$ cat src/rtl/row_sequencer.sv
// Row sequencer: steps a multiplier through NUM_ROWS rows, collects per-row
// overflow, guards each row with a watchdog and arbitrates memory writes.
module row_sequencer #(
    parameter int NUM_ROWS = 10,
    parameter int TIMEOUT  = 1024
) (
    input  logic                clk,
    input  logic                rst,
    input  logic                start_calc,
    input  logic                abort,
    input  logic                done_row,
    input  logic                overflow,
    input  logic                bus_wr_req,
    output logic [3:0]          row_select,
    output logic                begin_mult,
    output logic                w_result_ena,
    output logic [3:0]          in_sel,
    output logic                clear_data,
    output logic                busy,
    output logic                done_calc,
    output logic                error,
    output logic [NUM_ROWS-1:0] overflow_mask,
    output logic                mem_wr_en,
    output logic                bus_wr_stall
);

    localparam int                 TIMER_W   = (TIMEOUT > 1) ? $clog2(TIMEOUT) : 1;
    localparam logic [TIMER_W-1:0] TIMER_MAX = TIMER_W'(TIMEOUT - 1);
    localparam logic [3:0]         ROW_LAST  = 4'(NUM_ROWS - 1);

    typedef enum logic [2:0] {
        IDLE  = 3'd0,
        CLEAR = 3'd1,
        ISSUE = 3'd2,
        WAIT  = 3'd3,
        STORE = 3'd4,
        DONE  = 3'd5,
        ERR   = 3'd6
    } state_t;

    state_t              state_r;
    state_t              state_s;
    logic [3:0]          row_r;
    logic [3:0]          row_s;
    logic [TIMER_W-1:0]  timer_r;
    logic [TIMER_W-1:0]  timer_s;
    logic [TIMER_W-1:0]  timer_inc_s;
    logic                error_r;
    logic                error_s;
    logic [NUM_ROWS-1:0] ovf_mask_r;
    logic [NUM_ROWS-1:0] ovf_mask_s;
    logic [NUM_ROWS-1:0] row_hit_s;

    // Saturating watchdog increment and one-hot decode of the active row
    always_comb begin
        if (timer_r == TIMER_MAX) begin
            timer_inc_s = TIMER_MAX;
        end else begin
            timer_inc_s = timer_r + TIMER_W'(1);
        end
        row_hit_s = '0;
        for (int i = 0; i < NUM_ROWS; i++) begin
            row_hit_s[i] = (row_r == 4'(i));
        end
    end

    // Next-state, row, watchdog, error and overflow-mask logic
    always_comb begin
        state_s    = state_r;
        row_s      = row_r;
        timer_s    = timer_r;
        error_s    = error_r;
        ovf_mask_s = ovf_mask_r;
        // abort beats done_row and the watchdog, and leaves error untouched
        if ((state_r != IDLE) && abort) begin
            state_s = IDLE;
            row_s   = 4'd0;
            timer_s = '0;
        end else begin
            case (state_r)
                IDLE: begin
                    if (start_calc && !abort) begin
                        state_s    = CLEAR;
                        row_s      = 4'd0;
                        error_s    = 1'b0;
                        ovf_mask_s = '0;
                    end else begin
                        state_s = IDLE;
                    end
                end
                CLEAR: begin
                    state_s = ISSUE;
                end
                ISSUE: begin
                    state_s = WAIT;
                    timer_s = '0;
                end
                WAIT: begin
                    if (done_row) begin
                        state_s    = STORE;
                        ovf_mask_s = (ovf_mask_r & ~row_hit_s) |
                                     (row_hit_s & {NUM_ROWS{overflow}});
                    end else begin
                        timer_s = timer_inc_s;
                        if (timer_inc_s == TIMER_MAX) begin
                            state_s = ERR;
                            error_s = 1'b1;
                        end else begin
                            state_s = WAIT;
                        end
                    end
                end
                STORE: begin
                    if (row_r == ROW_LAST) begin
                        state_s = DONE;
                    end else begin
                        state_s = ISSUE;
                        row_s   = row_r + 4'd1;
                    end
                end
                DONE: begin
                    state_s = IDLE;
                    row_s   = 4'd0;
                end
                ERR: begin
                    state_s = IDLE;
                    row_s   = 4'd0;
                    error_s = 1'b1;
                end
                default: begin
                    state_s = IDLE;
                    row_s   = 4'd0;
                    timer_s = '0;
                end
            endcase
        end
    end

    // Sequencer state and datapath registers
    always_ff @(posedge clk) begin
        if (rst) begin
            state_r    <= IDLE;
            row_r      <= 4'd0;
            timer_r    <= '0;
            error_r    <= 1'b0;
            ovf_mask_r <= '0;
        end else begin
            state_r    <= state_s;
            row_r      <= row_s;
            timer_r    <= timer_s;
            error_r    <= error_s;
            ovf_mask_r <= ovf_mask_s;
        end
    end

    // Moore strobes decoded from the registered state
    always_comb begin
        begin_mult   = 1'b0;
        w_result_ena = 1'b0;
        clear_data   = 1'b0;
        done_calc    = 1'b0;
        case (state_r)
            CLEAR:   clear_data   = 1'b1;
            ISSUE:   begin_mult   = 1'b1;
            STORE:   w_result_ena = 1'b1;
            DONE:    done_calc    = 1'b1;
            default: begin_mult   = 1'b0;
        endcase
    end

    assign busy          = (state_r != IDLE);
    assign row_select    = row_r;
    assign in_sel        = row_r;
    assign error         = error_r;
    assign overflow_mask = ovf_mask_r;
    // Bus writes go straight through only while the sequencer is idle
    assign mem_wr_en     = bus_wr_req & ~busy;
    assign bus_wr_stall  = bus_wr_req & busy;

endmodule
$ cat config.mk
export PLATFORM = sky130hd
export DESIGN_NAME = row_sequencer
export DESIGN_NICKNAME = d
export VERILOG_FILES = /design/src/rtl/row_sequencer.sv
export SDC_FILE = /design/constraint.sdc
export NUM_CORES = 1
export LEC_CHECK = 0
export ABC_AREA = 1
export CAP_MARGIN = 10
export CORE_UTILIZATION = 45
export CTS_CLUSTER_DIAMETER = 60
export DETAILED_ROUTE_END_ITERATION = 6
export HOLD_SLACK_MARGIN = 0.02
export PLACE_DENSITY = 0.71
export SLEW_MARGIN = 0
export SYNTH_ARGS = -nofsm -noshare
export SYNTH_HDL_FRONTEND = slang
export SYNTH_SLANG_ARGS = --single-unit
$ cat constraint.sdc
create_clock -name clk -period 4.24 [get_ports clk]
set_input_delay 0.848 -clock clk [delete_from_list [all_inputs] [get_ports clk]]
set_output_delay 0.848 -clock clk [all_outputs]
set_load 0.02 [all_outputs]
* Yosys cells after proc, flatten, opt, wreduce, memory -nomap -nowiden
Cells that the tools add are included.
** Storage, ports and cells
- Bits in registers :: 28
- Input bits :: 7
- Word-level logic and storage cells :: 76
- Output and inout bits :: 26
** Operators by class
- Add/sub/neg operators :: 2
- Mux-type cells :: 22
- Bitwise gates (word level) :: 10
- Reductions and logical operators :: 15
- Equal/unequal tests :: 22
** Operator list (count)
- two-way mux 10 bit :: 4
- case mux 10 bit (2 select lines) :: 2
- bitwise AND 10 bit :: 2
- == test 10 bit, second input constant :: 2
- == test 4 x 3 -> 1 bit, second input constant :: 4
- case mux 3 bit (5 select lines) :: 1
- case mux 4 bit (3 select lines) :: 1
- adder 10 x 1 -> 10 bit, second input constant :: 1
- inequality test 2 bit, second input constant :: 5
- inverter 10 bit :: 1
- OR 10 bit :: 1
- == test 3 bit, second input constant :: 3
- two-way mux 3 bit :: 3
- == test 4 x 2 -> 1 bit, second input constant :: 2
- == test 4 bit, second input constant :: 2
- two-way mux 1 bit :: 8
- two-way mux 4 bit :: 2
- == test 3 x 2 -> 1 bit, second input constant :: 2
- nonzero test 3 bit :: 2
- AND reduction 5 bit :: 1
- OR reduction 5 bit :: 1
- adder 4 x 1 -> 4 bit, second input constant :: 1
- == test 4 x 1 -> 1 bit, second input constant :: 1
- zero test 4 bit :: 1
- other kinds (13) :: 18

* Depth between registers and ports, before layout
- Depth in word-level cells :: 6
- Depth in mapped cells :: 12

* Worst setup path after synthesis
No wires, ideal clock.
- Kind :: input to output
- Start :: input bus_wr_req
- End :: output bus_wr_stall
- Data arrival time :: 1.173 ns
- Data required time :: 3.392 ns
- Setup slack :: 2.219 ns
- Cell stages on the path :: 2
- Buffers on the path :: 0
- Cells stage by stage :: inv_1 -> nor2_1
** Between the ends
- Longest elaborated chain between the ends :: 1
** Ends and longest elaborated chain
- start: declaration :: line 13 : input logic bus_wr_req,
- bitwise AND 1 bit :: line 178 : assign bus_wr_stall = bus_wr_req & busy;
- end: declaration :: line 24 : output logic bus_wr_stall
No other way between the ends.

* Worst setup path after layout
Ends and elaborated chain as after synthesis.

==> flow_results.xml <==
<?xml version="1.0" encoding="UTF-8"?>
<metrics>
  <group name="synth">
    <metric name="postSynthNetCount" unit="">260</metric>
    <metric name="synth_top_family_by_area" unit="">simple AND/OR/NAND/NOR gates</metric>
    <metric name="synth_simple_gate_area_share" unit="%">35.5</metric>
    <metric name="synth.distinct_cells" unit="">33</metric>
    <metric name="synth-seq-cells" unit="">28</metric>
    <metric name="netlist_instances" unit="">248</metric>
    <metric name="synth_compound_gate_area_share" unit="%">17.3</metric>
    <metric name="syn_avg_cell_area" unit="um^2">6.93</metric>
    <metric name="synth_sequential_area_ratio" unit="%">32.6</metric>
    <metric name="yosysWarnings" unit="">0</metric>
    <metric name="mappedNetlistArea" unit="um^2">1720</metric>
    <metric name="synth_adder_area_share" unit="%">3.64</metric>
    <metric name="muxShareOfSynthArea" unit="%">0</metric>
    <metric name="yosys.area_share.xor_xnor" unit="%">0.509</metric>
  </group>
  <group name="clock_network">
    <metric name="clock_latency_at_the_later_pin_of_the_worst_skew_pair" unit="ns">0.27</metric>
    <metric name="post_cts_resize_count" unit="">0</metric>
    <metric name="numClockSinks" unit="">28</metric>
    <metric name="post_cts_buffers" unit="">0</metric>
    <metric name="clk_pin_slew_worst_paths" unit="ns">0.10</metric>
    <metric name="ctsRootBufferMaster" unit="">clkbuf_8</metric>
    <metric name="cts_buffers" unit="">3</metric>
    <metric name="htree_levels" unit="">1</metric>
    <metric name="clock_tree.buffer_depth" unit="">2</metric>
    <metric name="ctsHoldBuffers" unit="">0</metric>
    <metric name="cts_tree" unit="">done</metric>
  </group>
  <group name="global_route">
    <metric name="global_route_wire_length_before_repair" unit="um">6580</metric>
    <metric name="first_global_vias" unit="">1492</metric>
    <metric name="grt_max_degree" unit="">17</metric>
    <metric name="grtUsageTotal" unit="%">20.3</metric>
    <metric name="grt-ovfl-total" unit="">0</metric>
    <metric name="number_of_antenna_violations_at_the_first_check_in_global_routing" unit="">0</metric>
  </group>
  <group name="worst_hold_path">
    <metric name="timing.hold.worst.class" unit="">reg2reg</metric>
    <metric name="hold-path-cell-count" unit="">2</metric>
    <metric name="min_from" unit="">error$_SDFFE_PP0P_</metric>
  </group>
  <group name="critical_path">
    <metric name="critical_path_arrival" unit="ns">2.05</metric>
    <metric name="startpoint_type" unit="">input port</metric>
    <metric name="crit_type" unit="">in2out</metric>
    <metric name="timing.critical_path.from" unit="">bus_wr_req</metric>
    <metric name="crit_path_max_fanout" unit="">2</metric>
    <metric name="cp.required" unit="ns">3.39</metric>
    <metric name="ff2ff_path_depth" unit="">11</metric>
    <metric name="launch_instance_of_the_worst_register_to_register_path" unit="">timer_r[0]$_SDFFE_PP0P_</metric>
    <metric name="end_kind" unit="">output pin</metric>
  </group>
  <group name="sta">
    <metric name="finalHoldViolCount" unit="">0</metric>
    <metric name="number_of_endpoints_failing_setup_at_the_final_stage" unit="">0</metric>
    <metric name="setup_repair_after_global_routing_missed_its_margin" unit="">false</metric>
    <metric name="report.final.slew_viol_count" unit="">0</metric>
    <metric name="period_minus_slack" unit="ns">2.89</metric>
    <metric name="tightestPinTransition" unit="ns">0.860</metric>
    <metric name="skew" unit="ns">0.00250</metric>
    <metric name="timing.final.crit_share" unit="%">68.3</metric>
    <metric name="maxClockFrequency" unit="GHz">0.345</metric>
    <metric name="setup_total_negative_slack" unit="ns">0</metric>
    <metric name="relSlewSlack" unit="%">42.5</metric>
  </group>
  <group name="place">
    <metric name="port-buffer-count" unit="">32</metric>
    <metric name="final_weighted_congestion_in_routability_driven_placement" unit="">0.813</metric>
    <metric name="placed_area" unit="um^2">2050</metric>
    <metric name="place_hpwl" unit="um">2860</metric>
  </group>
  <group name="detailed_routing">
    <metric name="drt_pre_antenna_iters" unit="">4</metric>
    <metric name="final_antenna_net_count" unit="">0</metric>
    <metric name="drcViolationCount" unit="">0</metric>
    <metric name="route.detailed.vias_per_inst" unit="">5.09</metric>
    <metric name="drtIter0Drc" unit="">80</metric>
    <metric name="drt-wirelength-per-cell" unit="um">11.6</metric>
    <metric name="routed_via_count" unit="">1655</metric>
    <metric name="finalWirelength" unit="um">3760</metric>
  </group>
  <group name="floorplanning">
    <metric name="die_height" unit="um">63.8</metric>
    <metric name="core" unit="um^2">3660</metric>
    <metric name="die-area" unit="um^2">4070</metric>
    <metric name="initial_utilization" unit="%">47.0</metric>
    <metric name="design.portCount" unit="">33</metric>
    <metric name="floorplan.die.width" unit="um">63.8</metric>
    <metric name="placement_rows" unit="">22</metric>
  </group>
  <group name="power_and_ir_drop">
    <metric name="cellPowerDensity" unit="nW/um^2">287</metric>
    <metric name="vdd.ir_drop.worst" unit="V">0.000155</metric>
    <metric name="leakage_power" unit="uW">0.000761</metric>
  </group>
  <group name="layout">
    <metric name="antenna_cells_inserted" unit="">0</metric>
    <metric name="nFillCells" unit="">397</metric>
    <metric name="nNetsFinal" unit="">290</metric>
    <metric name="area_growth_syn_to_layout" unit="%">23.5</metric>
    <metric name="design_area" unit="um^2">2120</metric>
    <metric name="post_route_cells_drive_above_1_share" unit="%">11.2</metric>
  </group>
  <group name="outcome">
    <metric name="run_status" unit="">completed</metric>
  </group>
  <group name="flow_run">
    <metric name="max_cap_viol_count" unit="">0</metric>
  </group>
</metrics>
[synth_stat cells (all sizes together)]
cell type	n	area share (%)
nand2	56	13
nor2	37	11
inv	35	7.6
dfxtp	28	33
a21oi	22	6.6
nand3	15	5.4
o21ai	10	3.1
nor3	9	2.6
a31oi	7	3.4
buf	7	2.8
a211oi	6	3.2
ha	5	3.6
nand4	3	1.1
nor3b	2	1.5
a2111oi	1	0.51
nand3b	1	0.44
nor4	1	0.36
o21bai	1	0.44
or2	1	0.36
xor2	1	0.51
[cell usage in the layout (no fill, tap or decap), drive strengths merged, types with 2 or more instances in the layout]
cell type,netlist,layout
a211oi,6,6
a21oi,22,22
a31oi,7,7
clkbuf,0,3
clkdlybuf4s50,0,32
dfxtp,28,28
ha,5,5
inv,35,35
nand2,56,56
nand3,15,15
nand4,3,3
nor2,37,37
nor3,9,9
nor3b,2,2
o21ai,10,10
[cell families (layout without fill, tap and decap cells)]
| kind of cell | count (synthesis) | count (layout) |
|---|---|---|
| compound gates | 47 | 47 |
| xor+xnor | 1 | 1 |
| fa+ha+maj | 5 | 5 |
| buf+inv | 42 | 71 |
| flops | 28 | 28 |
| simple gates | 125 | 125 |
[final timing paths]
check	slack (ns)	end
setup / recovery	1.35	bus_wr_stall
hold / removal	0.47	error$_SDFFE_PP0P_
setup reg to reg	2.39	error$_SDFFE_PP0P_
hold reg to reg	0.47	error$_SDFFE_PP0P_
[critical path, cell delays in order]
cell and delay (ns):
clkdlybuf4s50_1 0.45, inv_1 0.04, nor2_1 0.09, clkdlybuf4s50_1 0.61
[flip-flops by register name, summed over array words and instances (netlist names)]
| signal | cells |
|---|---|
| error | 1 |
| timer_r | 10 |
| in_sel | 4 |
| overflow_mask | 10 |
| state_r | 3 |
[routing by layer]
metal  global-route usage, %  share of wire, %
met3                    2.86               3.2
met1                    27.7                52
met2                    33.0                44
met4                    5.97              0.77
met5                       0                 0
[per-stage QoR]
step	hold WS (ns)	total power [uW]	instances	setup slack [ns]	utilization [%]
3_5_place_dp	0.454	404	321	1.34	56.0
4_1_cts	0.468	615	325	1.34	58.0
5_1_grt	0.488	639	325	1.30	58.0
2_1_floorplan	0.458	363	248	2.22	-
3_3_place_gp	0.449	403	321	1.36	56.0
6_report	0.466	610	325	1.35	58.0
[power breakdown]
| group | leakage (uW) | total [uW] | internal [uW] | switching [uW] |
|---|---|---|---|---|
| combinational | 0.000499 | 120 | 46.1 | 74.2 |
| clock | 0.0000357 | 213 | 126 | 86.3 |
| sequential | 0.000226 | 277 | 269 | 7.77 |
| total | 0.000761 | 610 | 442 | 168 |
[area by class of cell]
| cell class | instances | area (um^2) | area share (%) |
|---|---|---|---|
| Clock buffer | 3 | 41.3 | 1.94 |
| Clock inverter | 1 | 30.0 | 1.41 |
| Inverter | 35 | 131 | 6.19 |
| Multi-Input combinational cell | 178 | 980 | 46.1 |
| Sequential cell | 28 | 561 | 26.4 |
| Tap cell | 48 | 60.1 | 2.83 |
| Timing Repair Buffer | 32 | 320 | 15.1 |
No activity file was read; power rests on OpenSTA's default activity.
